<file path="src/rtl/branch_predictor_bht.sv">
// Gshare branch predictor: a table of 2-bit saturating counters indexed by
// PC[INDEX_WIDTH+1:2] XOR global history. Predictions are combinational and
// side-effect free. Training comes from resolved branches in EX. After reset
// the table is swept to weak-not-taken (01) before the predictor goes live.
// GHR_WIDTH must lie in 1..INDEX_WIDTH.
module branch_predictor_bht #(
  parameter int INDEX_WIDTH = 7,
  parameter int GHR_WIDTH   = 7
) (
  input  logic                   clk,
  input  logic                   rst,
  input  logic                   req_valid,
  input  logic [31:0]            req_pc,
  output logic                   prediction,
  output logic [INDEX_WIDTH-1:0] pred_index,
  input  logic                   upd_valid,
  input  logic [INDEX_WIDTH-1:0] upd_index,
  input  logic                   upd_outcome,
  input  logic                   upd_prediction,
  output logic                   busy,
  output logic [31:0]            branch_count,
  output logic [31:0]            mispredict_count
);

  localparam int ENTRIES = 1 << INDEX_WIDTH;

  typedef enum logic {
    INIT  = 1'b0,
    READY = 1'b1
  } state_t;

  state_t                 state;
  logic [INDEX_WIDTH-1:0] init_ptr;
  logic [GHR_WIDTH-1:0]   ghr;
  logic [GHR_WIDTH-1:0]   ghr_shift;
  logic [1:0]             bht [ENTRIES];

  // req_valid only qualifies the request; the outputs are driven regardless.
  // The PC bits outside the index field do not take part in the hash.
  logic unused_bits;
  assign unused_bits = ^{req_valid, req_pc[31:INDEX_WIDTH+2], req_pc[1:0]};

  // Saturating counter step: toward 11 on taken, toward 00 on not-taken.
  function automatic logic [1:0] sat_step(input logic [1:0] ctr, input logic taken);
    logic [1:0] nxt;
    if (taken) begin
      nxt = (ctr == 2'b11) ? 2'b11 : ctr + 2'd1;
    end else begin
      nxt = (ctr == 2'b00) ? 2'b00 : ctr - 2'd1;
    end
    return nxt;
  endfunction

  // History shift; a one-bit history simply holds the latest outcome.
  generate
    if (GHR_WIDTH == 1) begin : g_ghr_one
      assign ghr_shift = upd_outcome;
    end else begin : g_ghr_multi
      assign ghr_shift = {ghr[GHR_WIDTH-2:0], upd_outcome};
    end
  endgenerate

  // The sweep state decodes directly from the state register.
  assign busy = (state == INIT);

  // Gshare index: PC word-address bits XOR zero-extended history.
  assign pred_index = req_pc[INDEX_WIDTH+1:2] ^ INDEX_WIDTH'(ghr);

  // Combinational prediction from pre-edge table state; forced NT while sweeping.
  always_comb begin
    prediction = 1'b0;
    if (state == READY) begin
      prediction = bht[pred_index][1];
    end else begin
      prediction = 1'b0;
    end
  end

  // Control FSM: init sweep pointer, global history and statistics.
  always_ff @(posedge clk) begin
    if (rst) begin
      state            <= INIT;
      init_ptr         <= '0;
      ghr              <= '0;
      branch_count     <= 32'd0;
      mispredict_count <= 32'd0;
    end else begin
      case (state)
        INIT: begin
          init_ptr <= init_ptr + INDEX_WIDTH'(1);
          if (init_ptr == {INDEX_WIDTH{1'b1}}) begin
            state <= READY;
          end
        end
        READY: begin
          if (upd_valid) begin
            ghr          <= ghr_shift;
            branch_count <= branch_count + 32'd1;
            if (upd_prediction != upd_outcome) begin
              mispredict_count <= mispredict_count + 32'd1;
            end
          end
        end
        default: begin
          state <= INIT;
        end
      endcase
    end
  end

  // Counter table: sweep writes 01 during INIT, training updates in READY.
  // No reset on the array itself; the sweep establishes its contents.
  always_ff @(posedge clk) begin
    if (!rst && state == INIT) begin
      bht[init_ptr] <= 2'b01;
    end else if (!rst && state == READY && upd_valid) begin
      bht[upd_index] <= sat_step(bht[upd_index], upd_outcome);
    end
  end

endmodule
</file>
<file path="config.mk">
export PLATFORM = sky130hd
export DESIGN_NAME = branch_predictor_bht
export DESIGN_NICKNAME = d
export VERILOG_FILES = /design/src/rtl/branch_predictor_bht.sv
export SDC_FILE = /design/constraint.sdc
export NUM_CORES = 1
export LEC_CHECK = 0
export ABC_AREA = 1
export CORE_ASPECT_RATIO = 0.9
export CORE_MARGIN = 2
export CORE_UTILIZATION = 60
export DETAILED_ROUTE_END_ITERATION = 8
export PLACE_DENSITY_LB_ADDON = 0.05
export RECOVER_POWER = 100
export SYNTH_ARGS = -nofsm -noshare
export SYNTH_HDL_FRONTEND = slang
export SYNTH_SLANG_ARGS = --single-unit
</file>
<file path="constraint.sdc">
create_clock -name clk -period 17.2 [get_ports clk]
set_clock_uncertainty 0.15 [all_clocks]
set_input_delay 3.44 -clock clk [delete_from_list [all_inputs] [get_ports clk]]
set_output_delay 3.44 -clock clk [all_outputs]
set_load 0.05 [all_outputs]
</file>
==> results.json, run 1 <==
{
  "status": "finished, violations left",
  "violations": "capacitance limit, slew limit",
  "cts.path.max_buffers": 3,
  "finalCritPeriodShare": 0.781,
  "max_freq_ghz": 0.0744,
  "cp.arrival_ns": 13.49,
  "netlist_area_um2": 16300,
  "grtUsageTotal": 0.313,
  "clk_latency_ns": 0.53,
  "layout_commonest_cell": "nand2_1",
  "cp_common_cell": "nand2_1",
  "wl_per_cell_um": 19.3,
  "core_um2": 26900,
  "drv_slew": 388,
  "pwr-share-clk": 0.434,
  "grt_overflow": 0,
  "final-hold-violation-count": 0,
  "async_flop_share": 0,
  "ys_seq_elements": 335,
  "dieArea_um2": 28500,
  "syn-instance-count": 1885,
  "end_kind": "register",
  "drc_errors": 0,
  "grt_pass1_wl_um": 69500,
  "cp-start-kind": "primary input",
  "cts_resized": 0,
  "n_antenna_cell": 0,
  "crit_buf_inv": 5,
  "pwr-share-seq": 0.502,
  "ys_types": 46,
  "setup_viol": 0,
  "routed_wl_um": 44700,
  "worst_slew_pin_slew_ns": 3.74,
  "drt_iter0_markers": 1725,
  "yosysSeqAreaShare": 0.568,
  "yosysWarnings": 0,
  "start_util": 0.607,
  "maxSlewHeadroom": -1.49,
  "tns_ns": 0,
  "io_pins": 118,
  "rrSetupSlack_ns": 11.65,
  "mostFrequentLayoutCells": "532 x nand2_1, 378 x nand3_1, 256 x edfxtp_1",
  "grt_start_max_net_pins": 83,
  "hold_class": "reg2reg",
  "timing.final.crit_period_ns": 13.44,
  "p_switching_uw": 395,
  "clk_pin_slew_ns": 0.06,
  "cp.required_ns": 17.25,
  "rows": 57,
  "via_per_inst": 5.99,
  "pwr-share-comb": 0.064,
  "cellPowerDensity_nw_per_um2": 93.1,
  "cellLeakagePower_nw": 6.89,
  "die_y_um": 160,
  "antenna_found_initial": 0,
  "critPathSlowestCell": "clkbuf_1",
  "cp_cell_sequence": "clkbuf_1 -> clkinvlp_2 -> clkbuf_1 -> nand2_1 -> nand3_1 -> nand3_1 -> nand3_1 -> nand2_1 -> o21ai_0 -> nand2_1 -> nand3_1 -> nand2_1 -> nand2_1 -> inv_1 -> nor2_1 -> buf_4",
  "drive_above_1_share": 0.0600,
  "io_buffers": 91,
  "cts_sinks": 335,
  "multi_input_area_um2": 6150,
  "final_net_count": 1987,
  "rsz0062_at_grt": "no",
  "placedCellCount": 2254,
  "cp_max_fo": 78,
  "slowest_delay_ns": 2.66,
  "antenna_left": 0,
  "cts-root-buf": "clkbuf_16",
  "regArea_um2": 9270,
  "p_int_mw": 1.32,
  "ctsHoldBuffers": 0,
  "avgSynthCellArea_um2": 8.66,
  "instances_no_fill": 2321,
  "ys.flop_type": "edfxtp_1",
  "cp_top_family": "buffers and inverters",
  "worstSetupPathType": "in2reg",
  "synth_edf_count": 256,
  "irDropWorstVdd_mv": 0.0807,
  "area_growth_syn_to_layout_pct": 12.8,
  "cts_max_level": 2,
  "postCtsSetupRepairBufs": 0,
  "firstDrtPassIters": 6,
  "die_w_um": 178,
  "swShare": 0.230,
  "hpwl_um": 26500,
  "cts_buffers": 37,
  "nFillCells": 2125,
  "syn_nets": 1933,
  "place_congestion": 0.880,
  "cts_tree": "done",
  "max_cap_viol_count": 7,
  "dr_total_vias": 13900,
  "grt_pass1_vias": 13000
}
tightest hold or removal path, stage by stage (launching register included):
cell and delay (ns):
dfxtp_1 0.32, inv_1 0.05, a21oi_1 0.05
registers in the layout, summed over array words and instances (netlist names):
signal,count
bht,256
branch_count,32
ghr,7
init_ptr,7
mispredict_count,32
state,1
power groups by stage:
stage               clock network (mW)  registers, mW  logic (mW)
global placement                     0          0.878       0.106
detailed placement                   0          0.878       0.107
CTS                              0.748          0.861       0.108
global route                     0.783          0.861       0.116
finish                           0.745          0.861       0.110
floorplan                            0          0.878      0.0697
through the flow:
stage / hold WS (ns) / power (mW) / util / area [um2] / setup WS, ns
final: 0.316 / 1.72 / 0.685 / 18400 / 3.76
after CTS: 0.325 / 1.72 / 0.690 / 18500 / 6.32
after floorplan: 0.315 / 0.948 / - / 16300 / 8.34
after global routing: 0.345 / 1.76 / 0.685 / 18400 / 3.10
after global placement: 0.304 / 0.984 / 0.647 / 17400 / 6.33
after detailed placement: 0.316 / 0.986 / 0.647 / 17400 / 6.32
worst paths after layout:
check	from	end	cells past startpoint
setup / recovery	upd_index[0]	bht[33][1]	16
hold / removal	mispredict_count[4]	mispredict_count[4]	2
setup reg to reg	state	bht[1][1]	5
hold reg to reg	mispredict_count[4]	mispredict_count[4]	2
layer usage:
| layer | track usage | vias to the layer above | share of wire |
|---|---|---|---|
| li1 | - | 6500 | - |
| met1 | 0.433 | 6497 | 0.40 |
| met2 | 0.491 | 746 | 0.46 |
| met3 | 0.0630 | 149 | 0.10 |
| met4 | 0.119 | 0 | 0.036 |
| met5 | 0 | - | 0 |
synthesized netlist by cell type, types with 5 or more instances:
cell type,number,share of area
nor3_1,29,0.0089
inv_1,92,0.021
nor3b_1,6,0.0028
nand2_1,533,0.12
dfxtp_1,79,0.097
buf_2,52,0.016
nor3_2,5,0.0031
edfxtp_1,256,0.47
xnor2_1,7,0.0038
inv_2,10,0.0023
buf_1,12,0.0028
o21ai_0,49,0.015
nand4_1,13,0.0050
clkbuf_1,28,0.0064
xor2_1,6,0.0032
o21ai_2,6,0.0032
o21a_1,7,0.0032
nor2_1,205,0.047
nor2_2,11,0.0042
nand3_1,378,0.12
a21oi_1,49,0.015
nor2_4,5,0.0034
area by class of cell:
| cell class | count | area share |
|---|---|---|
| tap | 354 | 0.0240 |
| clock inverter | 14 | 0.00394 |
| inverter | 106 | 0.0218 |
| clock buffer | 53 | 0.0579 |
| sequential | 335 | 0.503 |
| multi-input combinational | 1350 | 0.334 |
| timing repair buffer | 109 | 0.0554 |
cell families (layout without fill, tap and decap cells):
kind of cell | after synthesis | in the layout | share of synthesized area
flip-flops | 335 | 335 | 0.568
buffers and inverters | 200 | 282 | 0.0513
AO/OA/AOI/OAI | 122 | 122 | 0.0414
AND/OR/NAND/NOR | 1210 | 1210 | 0.328
adder cells (fa/ha/maj) | 3 | 3 | 0.00230
XOR/XNOR | 15 | 15 | 0.00897
No activity file was read; power rests on OpenSTA's default activity.
==> run 2: changes to the inputs <==
--- a/config.mk
+++ b/config.mk
@@ -8,7 +8,7 @@
 export ABC_AREA = 1
 export CORE_ASPECT_RATIO = 0.9
 export CORE_MARGIN = 2
-export CORE_UTILIZATION = 60
+export CORE_UTILIZATION = 59
 export DETAILED_ROUTE_END_ITERATION = 8
 export PLACE_DENSITY_LB_ADDON = 0.05
 export RECOVER_POWER = 100
==> constraint.sdc (replaced) <==
create_clock -name clk -period 13.6 [get_ports clk]
set_clock_uncertainty 0.15 [all_clocks]
set_input_delay 2.72 -clock clk [delete_from_list [all_inputs] [get_ports clk]]
set_output_delay 2.72 -clock clk [all_outputs]
set_load 0.05 [all_outputs]
==> run 2 against run 1 <==
  * The run still ends with capacitance limit, slew limit left
  * Worst setup slack got worse by 1.2 ns
  * Wire length up 1.1%
  * Non-clock buffer count is the same
  * Cell count is 0.13% lower
  * Clock-buffer cell count down 2
  * Worst hold slack worse by 0.0049 ns
  * Flip-flop and latch count did not move
  * Total power grew 26%
  * Global-route usage fell by 0.13 points
  * Critical path type is now in2out
  * Highest routed layer unchanged
==> results.json, run 2 (same netlist as run 1, synthesis figures left out) <==
{
  "cts_resized": 0,
  "cellPowerDensity_nw_per_um2": 117,
  "cellLeakagePower_nw": 6.88,
  "critPathSlowestCell": "clkbuf_1",
  "tns_ns": 0,
  "core_um2": 27100,
  "largest_register": "bht",
  "cp_top_family": "buffers and inverters",
  "rr_worst_depth": 5,
  "total_power_mw": 2.16,
  "crit_buf_inv": 4,
  "drive_above_1_share": 0.0571,
  "cp-start-kind": "primary input",
  "grt_start_max_net_pins": 69,
  "start_util": 0.602,
  "max_freq_ghz": 0.0907,
  "grt_pass1_wl_um": 69400,
  "final-hold-violation-count": 0,
  "irDropWorstVdd_mv": 0.111,
  "cp.arrival_ns": 8.15,
  "mostFrequentLayoutCells": "531 x nand2_1, 377 x nand3_1, 256 x edfxtp_1",
  "largest_register_ffs": 256,
  "postCtsSetupRepairBufs": 0,
  "die_w_um": 179,
  "nFillCells": 2206,
  "layout_commonest_cell": "nand2_1",
  "ctsHoldBuffers": 0,
  "hold_class": "reg2reg",
  "dieArea_um2": 29000,
  "rows": 57,
  "drc_errors": 0,
  "drv_slew": 320,
  "rsz0062_at_grt": "no",
  "io_buffers": 91,
  "clk_pin_slew_ns": 0.06,
  "io_pins": 118,
  "via_per_inst": 5.96,
  "die_y_um": 162,
  "hold_path_depth": 2,
  "cts_tree": "done",
  "grtUsageTotal": 0.312,
  "dr_total_vias": 13800,
  "maxSlewHeadroom": -1.52,
  "end_kind": "primary output",
  "clk_latency_ns": 0.51,
  "status": "finished, violations left",
  "cts_sinks": 335,
  "grt_overflow": 0,
  "violations": "capacitance limit, slew limit",
  "cts.path.max_buffers": 3,
  "cp.required_ns": 10.73,
  "cts-root-buf": "clkbuf_16",
  "worst_slew_pin_slew_ns": 3.77,
  "grt_pass1_vias": 13100,
  "cts_max_level": 2,
  "firstDrtPassIters": 6,
  "cp_max_fo": 65,
  "worstSetupPathType": "in2out",
  "antenna_left": 0,
  "setup_viol": 0,
  "antenna_found_initial": 1,
  "crit_cells": 16,
  "cts_buffers": 36,
  "max_cap_viol_count": 6,
  "routed_wl_um": 45200,
  "cp_cell_sequence": "clkdlybuf4s50_1 -> inv_1 -> nand2_1 -> nand2_2 -> clkbuf_1 -> nand2_1 -> nand3_1 -> nand3_1 -> nand3_1 -> nand3_1 -> nand3_1 -> nand2_1 -> nand2_1 -> nand2_1 -> nor2_1 -> dlygate4sd3_1",
  "drt_iter0_markers": 1770,
  "final_net_count": 1986,
  "finalCritPeriodShare": 0.811,
  "slowest_delay_ns": 2.64,
  "timing.final.crit_period_ns": 11.02,
  "layout_top_registers": "bht (256), branch_count (32), mispredict_count (32)",
  "place_congestion": 0.921,
  "wl_per_cell_um": 19.5,
  "area_growth_syn_to_layout_pct": 12.7,
  "hpwl_um": 26900
}
-- run 2: cell count changes in the layout (fill, tap and decap cells not counted), sizes merged --
cell      previous run  this run
bufinv               0         2
diode                0         1
clkinvlp             3         1
inv                103       101
buf                 15        14
clkbuf              58        57
-- run 2: path summary, 6_finish.rpt --
kind	startpoint	end	slack (ns)
max	req_pc[2]	prediction	2.58
min	mispredict_count[4]	mispredict_count[4]	0.31
max reg2reg	state	bht[89][1]	9.09
min reg2reg	mispredict_count[4]	mispredict_count[4]	0.31
-- run 2: power breakdown --
group | internal (mW) | total, mW | switching (mW)
logic | 0.0367 | 0.141 | 0.104
registers | 1.09 | 1.09 | 0.00118
clock network | 0.542 | 0.926 | 0.383
-- run 2: final cells by class --
type / count / area, um2 / share of cell area
clock inverters: 12 / 101 / 0.00551
multi-input cells: 1350 / 6180 / 0.336
diodes: 1 / 2.50 / 0.000136
well taps: 354 / 443 / 0.0241
inverters: 106 / 402 / 0.0218
repair buffers: 109 / 1020 / 0.0552
flip-flops and latches: 335 / 9270 / 0.504
clock buffers: 51 / 988 / 0.0537
-- run 2: tightest hold or removal path: stages (launching register included) --
cell     delay, ns
dfxtp_1       0.32
inv_1         0.05
a21oi_1       0.05
-- run 2: routing by layer --
| layer | up-vias | wire length (um) | track usage |
|---|---|---|---|
| met5 | - | 0 | 0 |
| met4 | 0 | 1630 | 0.121 |
| met3 | 140 | 4820 | 0.0527 |
| met2 | 746 | 20700 | 0.492 |
| met1 | 6446 | 18100 | 0.433 |
| li1 | 6481 | - | - |
-- run 2: metrics by stage --
stage	util	hold slack, ns	instances	area (um2)	setup slack (ns)
floorplan	-	0.315	1885	16300	5.77
CTS	0.683	0.319	2317	18500	4.20
global route	0.679	0.351	2318	18400	2.26
detailed placement	0.643	0.310	2254	17400	4.21
global placement	0.643	0.304	2254	17400	4.26
finish	0.679	0.312	2318	18400	2.58
